File: config.mk
export PLATFORM = sky130hd
export DESIGN_NAME = muldiv_unit
export DESIGN_NICKNAME = d
export VERILOG_FILES = /design/src/rtl/muldiv_unit.sv
export SDC_FILE = /design/constraint.sdc
export NUM_CORES = 1
export LEC_CHECK = 0
export CORE_UTILIZATION = 47
export DETAILED_ROUTE_END_ITERATION = 8
export GPL_ROUTABILITY_DRIVEN = 0
export PLACE_DENSITY_LB_ADDON = 0.05
export SYNTH_ARGS = -nofsm -noshare
export SYNTH_HDL_FRONTEND = slang
export SYNTH_SLANG_ARGS = --single-unit
export TNS_END_PERCENT = 1
File: constraint.sdc
create_clock -name clk -period 6.67 [get_ports clk]
set_input_delay 1.0005 -clock clk [delete_from_list [all_inputs] [get_ports clk]]
set_output_delay 1.0005 -clock clk [all_outputs]
set_load 0.1 [all_outputs]
File: src/rtl/muldiv_unit.sv
// muldiv_unit: iterative RV32M multiply/divide unit for the execute stage.
// It runs one operation at a time. Multiplies use shift-add and divides use
// restoring division, each on operand magnitudes over 32 cycles. Signs are
// fixed up when the result is written. Special-case divides finish on the
// accept edge.
module muldiv_unit #(
    parameter int XLEN  = 32,
    parameter int CNT_W = 5
) (
    input  logic             clk,
    input  logic             reset,
    input  logic             start,
    input  logic [2:0]       funct3,
    input  logic [XLEN-1:0]  op_a,
    input  logic [XLEN-1:0]  op_b,
    input  logic [4:0]       rd_in,
    input  logic             flush,
    output logic             busy,
    output logic             done,
    output logic [XLEN-1:0]  result,
    output logic [4:0]       rd_out
);

    typedef enum logic [1:0] {
        IDLE = 2'd0,
        CALC = 2'd1,
        DONE = 2'd2
    } state_t;

    localparam logic [XLEN-1:0]  MIN_INT  = {1'b1, {(XLEN-1){1'b0}}};
    localparam logic [XLEN-1:0]  ONE      = {{(XLEN-1){1'b0}}, 1'b1};
    localparam logic [2*XLEN-1:0] ONE_W   = {{(2*XLEN-1){1'b0}}, 1'b1};
    localparam logic [CNT_W-1:0] CNT_ONE  = {{(CNT_W-1){1'b0}}, 1'b1};
    localparam logic [CNT_W-1:0] CNT_LAST = {CNT_W{1'b1}};

    state_t            state, state_next;

    logic [2:0]        op_q;
    logic [4:0]        rd_q;
    logic              neg_a_q;
    logic              neg_b_q;
    logic [XLEN-1:0]   opnd_q;
    logic [XLEN-1:0]   hi_q;
    logic [XLEN-1:0]   lo_q;
    logic [CNT_W-1:0]  cnt_q;

    logic              accept;
    logic              is_div_in;
    logic              a_signed_in;
    logic              b_signed_in;
    logic              neg_a_in;
    logic              neg_b_in;
    logic [XLEN-1:0]   mag_a_in;
    logic [XLEN-1:0]   mag_b_in;
    logic              special_in;
    logic [XLEN-1:0]   special_result;

    logic [XLEN:0]     mul_sum;
    logic [XLEN:0]     div_shift;
    logic [XLEN:0]     div_diff;
    logic [XLEN-1:0]   hi_next;
    logic [XLEN-1:0]   lo_next;
    logic [2*XLEN-1:0] product;
    logic [XLEN-1:0]   final_result;

    function automatic logic [XLEN-1:0] negate(input logic [XLEN-1:0] v);
        return ~v + ONE;
    endfunction

    function automatic logic [2*XLEN-1:0] negate_wide(input logic [2*XLEN-1:0] v);
        return ~v + ONE_W;
    endfunction

    // Decode the request: signedness, magnitudes and the special-case divides.
    always_comb begin
        accept      = (state == IDLE) && start && !flush;
        is_div_in   = funct3[2];
        a_signed_in = is_div_in ? ~funct3[0] : (funct3 != 3'b011);
        b_signed_in = is_div_in ? ~funct3[0] : ~funct3[1];
        neg_a_in    = a_signed_in && op_a[XLEN-1];
        neg_b_in    = b_signed_in && op_b[XLEN-1];
        mag_a_in    = neg_a_in ? negate(op_a) : op_a;
        mag_b_in    = neg_b_in ? negate(op_b) : op_b;

        special_in     = 1'b0;
        special_result = '0;
        if (is_div_in && (op_b == '0)) begin
            special_in     = 1'b1;
            special_result = funct3[1] ? op_a : '1;
        end else if (is_div_in && !funct3[0] && (op_a == MIN_INT) && (op_b == '1)) begin
            special_in     = 1'b1;
            special_result = funct3[1] ? '0 : MIN_INT;
        end
    end

    // One iteration step, plus the sign-corrected result of the final step.
    always_comb begin
        mul_sum   = {1'b0, hi_q} + (lo_q[0] ? {1'b0, opnd_q} : {(XLEN+1){1'b0}});
        div_shift = {hi_q, lo_q[XLEN-1]};
        div_diff  = div_shift - {1'b0, opnd_q};

        if (op_q[2]) begin
            if (!div_diff[XLEN]) begin
                hi_next = div_diff[XLEN-1:0];
                lo_next = {lo_q[XLEN-2:0], 1'b1};
            end else begin
                hi_next = div_shift[XLEN-1:0];
                lo_next = {lo_q[XLEN-2:0], 1'b0};
            end
        end else begin
            hi_next = mul_sum[XLEN:1];
            lo_next = {mul_sum[0], lo_q[XLEN-1:1]};
        end

        product = {hi_next, lo_next};
        if (neg_a_q ^ neg_b_q) begin
            product = negate_wide(product);
        end

        final_result = '0;
        case (op_q)
            3'b000:                 final_result = product[XLEN-1:0];
            3'b001, 3'b010, 3'b011: final_result = product[2*XLEN-1:XLEN];
            3'b100, 3'b101:         final_result = (neg_a_q ^ neg_b_q) ? negate(lo_next) : lo_next;
            default:                final_result = neg_a_q ? negate(hi_next) : hi_next;
        endcase
    end

    // State register.
    always_ff @(posedge clk or posedge reset) begin
        if (reset) begin
            state <= IDLE;
        end else begin
            state <= state_next;
        end
    end

    // Next-state logic: flush wins over everything, DONE lasts one cycle.
    always_comb begin
        state_next = state;
        case (state)
            IDLE: begin
                if (accept) begin
                    state_next = special_in ? DONE : CALC;
                end
            end
            CALC: begin
                if (flush) begin
                    state_next = IDLE;
                end else if (cnt_q == CNT_LAST) begin
                    state_next = DONE;
                end
            end
            DONE:    state_next = IDLE;
            default: state_next = IDLE;
        endcase
    end

    // Datapath: capture on accept, iterate in CALC, load result on DONE entry.
    always_ff @(posedge clk or posedge reset) begin
        if (reset) begin
            op_q    <= '0;
            rd_q    <= '0;
            neg_a_q <= 1'b0;
            neg_b_q <= 1'b0;
            opnd_q  <= '0;
            hi_q    <= '0;
            lo_q    <= '0;
            cnt_q   <= '0;
            result  <= '0;
            rd_out  <= '0;
        end else if (accept) begin
            op_q    <= funct3;
            rd_q    <= rd_in;
            neg_a_q <= neg_a_in;
            neg_b_q <= neg_b_in;
            cnt_q   <= '0;
            hi_q    <= '0;
            if (is_div_in) begin
                opnd_q <= mag_b_in;
                lo_q   <= mag_a_in;
            end else begin
                opnd_q <= mag_a_in;
                lo_q   <= mag_b_in;
            end
            if (special_in) begin
                result <= special_result;
                rd_out <= rd_in;
            end
        end else if ((state == CALC) && !flush) begin
            hi_q  <= hi_next;
            lo_q  <= lo_next;
            cnt_q <= cnt_q + CNT_ONE;
            if (cnt_q == CNT_LAST) begin
                result <= final_result;
                rd_out <= rd_q;
            end
        end
    end

    assign busy = (state != IDLE);
    assign done = (state == DONE);

endmodule

# After elaboration in Yosys (flattened, before gate mapping)
# Index checks and enable logic that the tools add are counted.
# Widths: inputs -> output; s select.
[totals]
ff_bits = 150
latchBits = 0
mem_bits_rw = 0
romBits = 0
in_bits = 76
output_inout_bits = 39
mem_count = 0
[op_classes]
addsub = 8
n_mul = 0
n_div = 0
order_cmp = 0
n_eq_ne = 14
shifts = 0
n_mux = 40
n_bitwise = 8
reduce_logical = 21
[op_table]
columns = ["operator", "count"]
rows = [
  ["$mux 32", 22],
  ["$add 32x1->32 const B", 4],
  ["$not 32->32", 4],
  ["$pmux 32 s3", 1],
  ["$add 64x1->64 const B", 1],
  ["$eq 32x32->1 const B", 2],
  ["$mux 64", 1],
  ["$not 64->64", 1],
  ["$add 32x32->33", 1],
  ["$sub 33x32->33", 1],
  ["$logic_not 32->1", 1],
  ["$mux 5", 6],
  ["$logic_and 1x1->1", 9],
  ["$mux 2", 4],
  ["$eq 3x2->1 const B", 2],
  ["$eq 3x3->1 const B", 2],
  ["$reduce_bool 2->1", 3],
  ["$add 5x1->5 const B", 1],
  ["$eq 5x5->1 const B", 1],
  ["$mux 1", 5],
  ["$pmux 2 s2", 1],
  ["$eq 3x1->1 const B", 1],
  ["$logic_not 3->1", 1],
  ["$ne 3x2->1 const B", 1],
  ["13 further kinds", 15],
]

# Logic depth before layout (Yosys ltp)
[logic_depth]
word_depth = 10
ltp_mapped = 25
ltp_nobuf = 24

# Worst setup path before layout
# No wires, ideal clock.
[synth_timing]
kind = "flip-flop to flip-flop"
start = "register lo_q[31]"
end = "register result[26]"
setup_ps = 130
t_arrival_ps = 5218
t_required_ps = 6540
slack_ps = 1321
path_stages_with_launch = 26
cell_sequence = "dfrtp_1 > inv_1 > ha_1 > inv_1 > fa_1 > a211oi_1 > o211ai_1 > nand3_1 > a21boi_4 > buf_2 > o21ai_1 > nor2_1 > nor2_1 > ha_1 > o211ai_1 > nor4_1 > and2b_1 > and3b_1 > nand2_1 > a311o_1 > nor3_2 > nand2_1 > o41a_1 > xor2_1 > a221oi_1 > o21ai_1"
[synth_between]
elab_chain_len = 10
[synth_lines]
columns = ["element", "line", "text"]
rows = [
  ["from (decl)", "44", "logic [XLEN-1:0] lo_q;"],
  ["from (signal assigned)", "181", "lo_q <= mag_a_in;"],
  ["from (signal assigned)", "184", "lo_q <= mag_b_in;"],
  ["from (signal assigned)", "192", "lo_q <= lo_next;"],
  ["$sub 33x32->33", "100", "div_diff = div_shift - {1'b0, opnd_q};"],
  ["$mux 1 / $mux 32 (equally long branches)", "103", "if (!div_diff[XLEN]) begin"],
  ["$mux 32", "102", "if (op_q[2]) begin"],
  ["$not 64->64 / $not 32->32 (equally long branches)", "71, 67", ""],
  ["$add 64x1->64 / $add 32x1->32 (equally long branches)", "71, 67", ""],
  ["$mux 64 (tied with other cells)", "116", "if (neg_a_q ^ neg_b_q) begin"],
  ["$pmux 32 s3 *", "121", "case (op_q)"],
  ["$mux 32 *", "194", "if (cnt_q == CNT_LAST) begin"],
  ["$mux 32 *", "190", "end else if ((state == CALC) && !flush) begin"],
  ["$mux 32 *", "172", "end else if (accept) begin"],
  ["to (signal assigned)", "187", "result <= special_result;"],
  ["to (signal assigned)", "195", "result <= final_result;"],
  ["to (decl)", "20", "output logic [XLEN-1:0] result,"],
]
# Every way passes the cells marked *; elsewhere a longest branch is shown, timed or not. The select of a mux whose other input is x is not followed.
# A chain may end at the register's enable or synchronous reset.

# Worst setup path after layout
# Same ends and word-level chain as after synthesis.

==> metrics.md <==
| Metric | Value |
|---|---|
| Fmax achieved | 0.1635 GHz |
| Ys flop type | dfrtp_1 |
| Setup Buffers After CTS | 0 |
| Area delta synth->final | 12.21% |
| Crit-path max FO | 13 |
| Post-cts sizing count | 0 |
| Die area | 36030 sq um |
| Post-synthesis register bit count | 150 |
| CTS tree | yes |
| Final Hold Vio Count | 0 |
| CTS Hold Bufs | 0 |
| Residual DRC | 0 |
| Critical Path Source | lo_q[31] |
| Worst Setup EP | result[26] |
| Largest net degree at the start of global routing | approximately 110 |
| Synthesized net count | approximately 2400 |
| Synth unique cells | 96 |
| Syn avg cell area | around 7.4 sq um |
| Most frequent cells after synthesis | nand2_1, o21ai_0, a21oi_1 |
| Yosys top cell by area | dfrtp_1 |
| Reg-to-Reg End | result[26] |
| Normalized max-slew margin | between 20% and 30% |
| Reg2Reg Depth | 24 |
| Mux cell area share after synthesis | 3.042% |
| Pwr Total | between 0.008 and 0.009 W |
| Tightest Pin Transition | 1.176 ns |
| Status | complete, no violations |
| Switching Power | 0.004655 W |
| MaxCap Viol Count | 0 |
| Share of layout cells above drive strength 1 | 5.924% |
| Simple-gate share of the synthesized area | 22.15% |
| I/O pin count | 115 |
| ANT nets after route | 0 |
| CP endpoint kind | register |
| Sw Share | a little under three fifths |
| Clock Tree Buf Depth | 2 |
| Most frequent cell after synthesis | nand2_1 |
| Drt initial violations | 2645 |
| Sequential share of power | 17.2% |
| Placeable Area | 34630 sq um |
| PD cells | roughly 450 nW/um^2 |
| Clock skew after layout | 0.01124 ns |
| Syn Inst Count | 2231 |
| Setup Viol. Count Final | 0 |
| Row cnt | 68 |
| Die height | 189.8 microns |
| Comb pwr share | 71.9% |
| Compound-Gate Fraction of Synth Area | 30.88% |
| Adder-cell share of the synthesized area | 5.600% |
| CP Launch Type | register |
| RSZ-0062 raised after global routing | no |
| Post-DR wirelength/cell | around 25 microns |
| Post-Synth XOR/XNOR Area | roughly a tenth |
| DRT Pass-1 Iters | 6 |
| Clock share of power | about 11% |
| Hold WC Path Type | register to register |
| Leakage dissipation | approximately 7.6 nW |
| Via Count | approximately 18000 |
| Critical path type | register to register |
| Min Clock Period, post-route | 6.117 ns |
| Share of the synthesized area in the top cell type | 22.64% |
| YS warnings | 0 |
| TritonCTS buffer count | 17 |
| Gr ovfl total | 0 |
| CTS sink cnt | 150 |
| Area contributors post-synth | dfrtp_1, o21ai_0, xnor2_1 |
| Ys async rst share | 100.0% |
| Reg clk slew, reported paths | 0.07 ns |
| Post-Syn Area | approximately 17000 sq um |
| R2R Path Start | lo_q[31] |
| Antenna cell count | 0 |
| WL final | 68090 microns |
| Initial antenna violation count | 4 |
| Tot GR Track Use | between 30 and 40% |
| Flop-to-flop setup slack | 0.55 ns |
| Largest family of logic cells by synthesized area | compound AO/OA/AOI/OAI gates |
| DR vias/cell | 6.623 |
| HPWL Detailed | 53340 microns |
| Sequential share of the synthesized area | 22.64% |
| Vias in the first global route | about 17000 |
| Setup_tns | 0 ns |
| Root buffer cell | clkbuf_16 |
| NumNets Final | 2415 |
| CTS H-tree lvls | 4 |
| CP Data Required Time | 7.00 ns |
| # port buffers | 114 |
| Die W | 189.8 microns |
| Worst skew pair latency | 0.46 ns |
| Global-route wire length before repair | 102700 microns |
| Initial Utilization | 47.88% |
| Peak VDD IR | 267.3 uV |
| Number of flops mapped to enable cells by yosys | 0 |
| Final worst-path cycle share | between 90% and 100% |
| Crit path DAT | 6.45 ns |
| Int Power | 0.003633 W |
| Max Slew Vio Count | 0 |
-- cell families after synthesis --
family                     Yosys count
xor gates and xnor gates           192
buffers and inverters              229
AOI/OAI and AO/OA                  782
muxes                               47
adders and majority gates           73
DFF                                150
and+or+nand+nor                    758
-- state kept, by name, summed over array words and instances, names as in the netlist --
name     cells
neg_a_q      1
opnd_q      32
neg_b_q      1
state        2
lo_q        32
cnt_q        5
op_q         3
hi_q        32
rd_q         5
result      32
rd_out       5
-- area by class of cell --
type / count / area (sq um)
clock inverter: 11 / 77.57
timing repair buffer: 158 / 1469
multi-input combinational: 1852 / 11960
clock buffer: 21 / 440.4
sequential: 150 / 3757
inverter: 87 / 331.6
tap: 455 / 569.3
fill: 3376 / 16030
-- worst max-delay path, cell delays in order, from the launching register on --
cell      delay [ns]
dfrtp_1         0.46
inv_1           0.09
ha_1            0.16
inv_1           0.06
fa_1            0.42
a211oi_1        0.28
o211ai_1        0.17
nand3_1         0.21
a21boi_4        0.17
o21ai_1         0.21
nor2_1          0.11
nor2_1          0.17
ha_1            0.22
o211ai_1        0.15
nor4_1          0.46
and2b_1         0.30
and3b_1         0.30
nand2_1         0.10
a311o_1         0.40
nor3_2          0.40
nand2_1         0.17
o41a_1          0.43
xor2_1          0.16
a221oi_1        0.29
o21ai_1         0.08
-- worst min-delay path by stage --
stage / start / to / depth (start not counted)
finish: rd_q[4] / rd_q[4] / 2
CTS: rd_q[4] / rd_q[4] / 2
floorplan: rd_q[4] / rd_q[4] / 2
global route: rd_q[2] / rd_q[2] / 2
detailed placement: rd_q[4] / rd_q[4] / 2
global placement: rd_q[4] / rd_q[4] / 2
-- power by group through the flow --
stage / combinational, W / clock [W] / sequential [W]
after floorplan: 0.00404 / 0 / 0.00130
after global placement: 0.00567 / 0 / 0.00141
after detailed placement: 0.00570 / 0 / 0.00143
after CTS: 0.00574 / 0.000912 / 0.00141
after global routing: 0.00631 / 0.000950 / 0.00146
final: 0.00596 / 0.000910 / 0.00142
-- metal layers --
metal	part of all wire (%)	wire length, microns	track usage, %
met1	40	27510	49.34
met2	44	29790	58.06
met3	9.3	6312	6.991
met4	6.6	4465	23.88
met5	0.019	13	0
-- placed cells by master, fill, tap and decap left out, types with 12 or more instances in the layout --
cell type        instances
a211oi_1                14
a31oi_1                 40
clkdlybuf4s50_1        113
nor3_1                  58
buf_4                   45
xnor2_1                112
nor2b_1                 18
a21o_1                  28
o21ai_1                 17
or3_1                   12
nand2_1                256
inv_1                   84
nor4_1                  17
nor3b_1                 14
o21ai_0                203
a221oi_1                18
dfrtp_1                149
nand4_1                 28
nand2b_1                12
xor2_1                  78
nand3_1                 38
o221ai_1                26
o41ai_1                 14
ha_1                    71
clkbuf_16               17
and2_1                  51
nor2_1                 179
mux2i_1                 38
o211ai_1                51
and3_1                  20
o31ai_1                 24
a22o_1                  21
a21oi_1                194
-- metrics by stage --
stage          instances  cell area (sq um)  hold WS (ns)  setup slack (ns)  utilization [%]
2_1_floorplan       2231              16580        0.4394             1.321                -
3_3_place_gp        2702              18080        0.4543            0.8075            52.23
3_5_place_dp        2702              18080        0.4580            0.7039            52.23
4_1_cts             2734              18600        0.4755            0.6757            53.72
5_1_grt             2734              18600        0.5056           0.01398            53.72
6_report            2734              18600        0.4711            0.5525            53.72
(Power assumes the default switching activity.)
